$ cat src/rtl/encoder_4x2_request_serializer_if.sv
// ----------------------------------------------------------------------------
// encoder_4x2_request_serializer_if
//
// Bundles the request inputs, the valid/ready code handshake and the status
// outputs of the 4-to-2 request serializer.
//
//   en    : request capture enable (into serializer)
//   a[3:0]: one-hot request lines, bit i requests code i (into serializer)
//   rdy   : downstream ready (into serializer)
//   y[1:0]: presented binary code (out of serializer)
//   vld   : y holds a valid code (out of serializer)
//   pend  : requests captured but not yet presented (out of serializer)
//   ovf   : sticky merge flag (out of serializer)
//
// Modports: master = the serializer itself, slave = request sources plus the
// downstream consumer.
// ----------------------------------------------------------------------------
interface encoder_4x2_request_serializer_if;
    logic       en;
    logic [3:0] a;
    logic       rdy;
    logic [1:0] y;
    logic       vld;
    logic [3:0] pend;
    logic       ovf;

    modport master (
        input  en,
        input  a,
        input  rdy,
        output y,
        output vld,
        output pend,
        output ovf
    );

    modport slave (
        output en,
        output a,
        output rdy,
        input  y,
        input  vld,
        input  pend,
        input  ovf
    );
endinterface

$ cat src/rtl/encoder_4x2_request_serializer.sv
// ----------------------------------------------------------------------------
// encoder_4x2_request_serializer
//
// Captures requests on four one-hot lines into a pending register and emits
// them one at a time as 2-bit codes over a valid/ready handshake, so that
// simultaneous requests are serialized instead of lost.
//
// Ports:
//   clk   : clock, all state changes on the rising edge
//   rst_n : asynchronous active-low reset
//   bus   : encoder_4x2_request_serializer_if.master
//           (en, a, rdy in; y, vld, pend, ovf out)
//
// Build option:
//   ENC_ROUND_ROBIN_EN - when defined, selection is round-robin starting after
//   the last loaded code; otherwise the lowest set index wins.
// ----------------------------------------------------------------------------
module encoder_4x2_request_serializer (
    input  logic                                  clk,
    input  logic                                  rst_n,
    encoder_4x2_request_serializer_if.master      bus
);

    typedef enum logic {
        ST_EMPTY = 1'b0,
        ST_FULL  = 1'b1
    } state_t;

    state_t     state_q, state_d;
    logic [1:0] y_q, y_d;
    logic [3:0] pend_q, pend_d;
    logic       ovf_q, ovf_d;

    logic [3:0] req_in;
    logic [3:0] cand;
    logic       take;
    logic       load;
    logic [1:0] sel_idx;

`ifdef ENC_ROUND_ROBIN_EN
    logic [1:0] ptr_q, ptr_d;

    // Search starts one past the last loaded index and wraps; walking the
    // offsets from farthest to nearest lets the nearest set bit win.
    function automatic logic [1:0] select_rr(input logic [3:0] v, input logic [1:0] last);
        logic [1:0] idx;
        select_rr = last;
        for (int i = 4; i >= 1; i--) begin
            idx = last + 2'(i);
            if (v[idx]) begin
                select_rr = idx;
            end
        end
    endfunction
`else
    function automatic logic [1:0] select_fixed(input logic [3:0] v);
        if (v[0]) begin
            select_fixed = 2'd0;
        end else if (v[1]) begin
            select_fixed = 2'd1;
        end else if (v[2]) begin
            select_fixed = 2'd2;
        end else begin
            select_fixed = 2'd3;
        end
    endfunction
`endif

    always_comb begin
        req_in = bus.en ? bus.a : 4'b0000;
        cand   = pend_q | req_in;
        // Slot is free, or the presented code leaves on this edge.
        take   = (state_q == ST_EMPTY) || bus.rdy;
        load   = take && (cand != 4'b0000);
`ifdef ENC_ROUND_ROBIN_EN
        sel_idx = select_rr(cand, ptr_q);
        ptr_d   = load ? sel_idx : ptr_q;
`else
        sel_idx = select_fixed(cand);
`endif

        state_d = state_q;
        y_d     = y_q;
        pend_d  = cand;
        // Only bits already pending count as merged; the presented code is
        // not in pend, so re-requesting it simply queues it again.
        ovf_d   = ovf_q | (|(pend_q & req_in));

        if (take) begin
            if (cand != 4'b0000) begin
                state_d = ST_FULL;
                y_d     = sel_idx;
                pend_d  = cand & ~(4'b0001 << sel_idx);
            end else begin
                state_d = ST_EMPTY;
            end
        end
    end

    always_ff @(posedge clk or negedge rst_n) begin
        if (!rst_n) begin
            state_q <= ST_EMPTY;
            y_q     <= 2'b00;
            pend_q  <= 4'b0000;
            ovf_q   <= 1'b0;
`ifdef ENC_ROUND_ROBIN_EN
            ptr_q   <= 2'b11;
`endif
        end else begin
            state_q <= state_d;
            y_q     <= y_d;
            pend_q  <= pend_d;
            ovf_q   <= ovf_d;
`ifdef ENC_ROUND_ROBIN_EN
            ptr_q   <= ptr_d;
`endif
        end
    end

    assign bus.y    = y_q;
    assign bus.vld  = (state_q == ST_FULL);
    assign bus.pend = pend_q;
    assign bus.ovf  = ovf_q;

endmodule
$ cat src/flat_wrapper.sv
// flat-port wrapper written by rule: the top's interface ports become plain ports
module encoder_4x2_request_serializer_flat 
  (clk, rst_n, bus_en, bus_a, bus_rdy, bus_y, bus_vld, bus_pend, bus_ovf);
  encoder_4x2_request_serializer_if bus_i ();
  input  logic clk;
  input  logic rst_n;
  input wire logic [$bits(bus_i.en)-1:0] bus_en;
  input wire logic [$bits(bus_i.a)-1:0] bus_a;
  input wire logic [$bits(bus_i.rdy)-1:0] bus_rdy;
  output wire logic [$bits(bus_i.y)-1:0] bus_y;
  output wire logic [$bits(bus_i.vld)-1:0] bus_vld;
  output wire logic [$bits(bus_i.pend)-1:0] bus_pend;
  output wire logic [$bits(bus_i.ovf)-1:0] bus_ovf;
  assign bus_i.en = bus_en;
  assign bus_i.a = bus_a;
  assign bus_i.rdy = bus_rdy;
  assign bus_y = bus_i.y;
  assign bus_vld = bus_i.vld;
  assign bus_pend = bus_i.pend;
  assign bus_ovf = bus_i.ovf;
  encoder_4x2_request_serializer u_core (.clk(clk), .rst_n(rst_n), .bus(bus_i));
endmodule
$ cat config.mk
export PLATFORM = sky130hd
export DESIGN_NAME = encoder_4x2_request_serializer_flat
export DESIGN_NICKNAME = d
export VERILOG_FILES = /design/src/rtl/encoder_4x2_request_serializer_if.sv /design/src/rtl/encoder_4x2_request_serializer.sv /design/src/flat_wrapper.sv
export SDC_FILE = /design/constraint.sdc
export NUM_CORES = 1
export LEC_CHECK = 0
export CAP_MARGIN = 40
export CORE_AREA = 4 4 41 43
export DETAILED_ROUTE_END_ITERATION = 16
export DIE_AREA = 0 0 45 47
export PLACE_DENSITY = 0.65
export RECOVER_POWER = 100
export SYNTH_ARGS = -nofsm -noshare
export SYNTH_HDL_FRONTEND = slang
export SYNTH_SLANG_ARGS = --single-unit
$ cat constraint.sdc
create_clock -name clk -period 1 [get_ports clk]
set_input_delay 0.2 -clock clk [delete_from_list [all_inputs] [get_ports clk]]
set_output_delay 0.2 -clock clk [all_outputs]
set_load 0.05 [all_outputs]
==> flow_metrics.py <==
metrics = {
    "synth": {
        "synth_top_family_by_area": "compound AO/OA/AOI/OAI gates",
        "seq_area_frac_synth_pct": 54.4,
        "synth_simple_gate_area_share_pct": 11.2,
        "ys_types": 17,
        "synth_xor_area_share_pct": 0,
        "synthMuxAreaShare_pct": 0,
        "ys_warn_count": 0,
        "synthesis.area_um2": 368,
        "synth_area_leaders": "dfrtp_1, a22oi_1, o41ai_2",
        "syn_area_per_cell_um2": 10.5,
        "synthAdderAreaFrac_pct": 0,
        "ys_seq_elements": 8,
        "synth_largest_area_cell": "dfrtp_1",
        "synth_compound_area_share_pct": 32.3,
        "syn_nets": 43,
        "synthCells": 35,
        "synth_top_cell_area_share_pct": 54.4,
    },
    "clocking": {
        "numClockSinks": 8,
        "root_buffer": "clkbuf_4",
        "cts_tree": "yes",
        "clk_pin_slew_worst_paths_ns": 0.06,
        "cts_buffer_depth": 2,
        "hold_buffers": 0,
        "htreeDepth": 1,
        "cts_buffers": 3,
        "clkLatencyLatePin_ns": 0.26,
    },
    "sta": {
        "whs_ns": 0.300,
        "slew_viol_final": 0,
        "fin_crit_sh_pct": 116,
        "fin_skew_ns": 0.00813,
        "fmax_ghz": 0.863,
        "worst_pin_slew_ns": 0.396,
        "final.setup.worst_slack_ns": -0.159,
        "setup_viol": 14,
        "rsz0062_at_grt": "yes",
        "max_slew_margin_pct": 73.5,
        "fin_crit_ns": 1.16,
        "hold_violations": 0,
    },
    "worst_setup_path": {
        "cp_top_family": "flip-flops",
        "crit_fanout": 4,
        "worst_setup_path_start_kind": "register",
        "end_kind": "primary output",
        "max_stage_delay_ns": 0.44,
        "crit-reg2reg-capture": "u_core.bus.y[0]$_DFFE_PN0P_",
        "worst_ep_required_time_ns": 0.80,
        "cp.arrival_ns": 0.96,
        "path_buf_inv": 2,
        "critPathSlowestCell": "dfrtp_2",
        "ff2ff_setup_slack_ns": -0.11,
        "worstPathCellList": "buf_6 > buf_12",
        "rr_startpoint": "u_core.bus.pend[3]$_DFF_PN0_",
        "r2r_cells": 3,
        "crit_type": "reg2out",
    },
    "route": {
        "vias": 398,
        "via_per_inst": 4.74,
        "drtPass1Iterations": 4,
        "wl_per_cell_um": 14.3,
        "drt_iter0_markers": 4,
        "ant_nets": 0,
        "drc": 0,
        "routed_wl_mm": 1.20,
    },
    "place": {
        "numPortBuffers": 15,
        "gp_congestion": 0.760,
        "hpwlAfterDp_um": 799,
        "placed_area_um2": 706,
    },
    "floorplanning": {
        "die-area_um2": 2120,
        "core_um2": 1300,
        "die_h_um": 47,
        "rows": 13,
        "io_pins": 16,
        "initial_core_util_pct": 28.3,
        "die_w_um": 45,
    },
    "cells_and_area": {
        "antennaDiodeCount": 0,
        "stdcell_area_um2": 826,
        "multiInputGateArea_um2": 206,
        "nets": 78,
        "regArea_um2": 206,
        "syn_to_final_growth_pct": 124,
        "drive_above_1_share_pct": 59.4,
        "nFillCells": 104,
    },
    "global_routing": {
        "grt_max_degree": 9,
        "grt_overflow": 0,
        "grt_pass1_vias": 449,
        "antenna_found_initial": 0,
        "grt_use_total_pct": 14.3,
        "grt_pass1_wl_mm": 2.10,
    },
    "status": {
        "violations": "setup timing",
        "status": "finished with violations",
    },
    "pwr": {
        "vdd_drop_max_mv": 1.14,
        "finalPower_mw": 1.35,
        "power_density_nw_per_um2": 1640,
        "power.leakage_nw": 0.370,
    },
    "run": {
        "drv_cap": 0,
    },
    "worst_hold_path": {
        "hold_class": "in2async",
    },
}
## power by group
part,switching [mW],internal (mW)
clock,0.119,0.153
sequential,0.0509,0.370
combinational,0.318,0.343
## per-stage QoR
stage / worst slack (ns) / TNS, ns / instances / utilization (%)
3_5_place_dp: -0.446 / -2.78 / 75 / 54.2
2_1_floorplan: -0.143 / -0.308 / 35 / -
4_1_cts: -0.159 / -1.20 / 84 / 62.7
5_1_grt: -0.187 / -1.65 / 84 / 63.5
3_3_place_gp: -0.408 / -2.61 / 75 / 54.2
6_report: -0.159 / -1.09 / 84 / 63.5
## state kept, by name, summed over array words and instances (netlist names)
| name | count |
|---|---|
| u_core.bus.pend | 4 |
| u_core.bus.y | 2 |
| u_core.bus.vld | 1 |
| u_core.bus.ovf | 1 |
## repair_timing
item	in CTS	in global routing
setup buffers	5	0
endpoints found under the setup margin	14	16
gates resized for setup	17	2
pin swaps	2	0
## metal layers
metal	up-vias	track usage, %	share of wire, %
li1	198	-	-
met3	0	4.21	6.2
met4	0	7.02	0
met2	10	22.0	50
met1	190	18.3	44
met5	-	0	0
## cells in the final DEF, fill, tap and decap left out, types with 2 or more instances in the layout
| cell type | instances |
|---|---|
| dfrtp_1 | 3 |
| dfrtp_2 | 5 |
| buf_6 | 6 |
| clkbuf_4 | 4 |
| dlygate4sd2_1 | 4 |
| nand2_1 | 3 |
| a22oi_1 | 4 |
| buf_12 | 8 |
| a21oi_2 | 2 |
| clkdlybuf4s50_1 | 2 |
| inv_1 | 2 |
| nor2_1 | 2 |
| buf_4 | 8 |
## cell families after synthesis
family / after synthesis
AO/OA/AOI/OAI: 16
AND/OR/NAND/NOR: 9
flip-flops: 8
buffers and inverters: 2
## how the worst max path moves through the flow
| stage | start | endpoint | slack [ns] | depth (start not counted) |
|---|---|---|---|---|
| after floorplan | u_core.bus.pend[1]$_DFF_PN0_ | u_core.bus.y[0]$_DFFE_PN0P_ | -0.14 | 3 |
| after detailed placement | bus_en | u_core.bus.y[0]$_DFFE_PN0P_ | -0.45 | 4 |
| after global routing | u_core.bus.pend[1]$_DFF_PN0_ | bus_pend[1] | -0.19 | 2 |
| after global placement | bus_en | u_core.bus.y[0]$_DFFE_PN0P_ | -0.41 | 4 |
| after CTS | u_core.bus.pend[1]$_DFF_PN0_ | bus_pend[1] | -0.16 | 2 |
| final | u_core.bus.pend[1]$_DFF_PN0_ | bus_pend[1] | -0.16 | 2 |
## cell usage after synthesis
cell and n:
a21boi_0 1, nand2_1 3, inv_1 2, a21oi_2 1, and3_2 1, a21o_1 1
a22oi_1 4, o41ai_2 1, a21oi_1 3, nor3_1 1, dfrtp_1 8, nand2b_1 1
o21ai_0 2, a21o_2 1, o21a_1 1, o31ai_1 1, nor2_1 3
## cell type report
class / count / area share, %
clock buffers: 4 / 3.18
flip-flops and latches: 8 / 25.0
multi-input cells: 25 / 25.0
repair buffers: 30 / 43.6
inverters: 2 / 0.909
well taps: 15 / 2.27
Note: power is estimated with default switching activity, not from simulation.
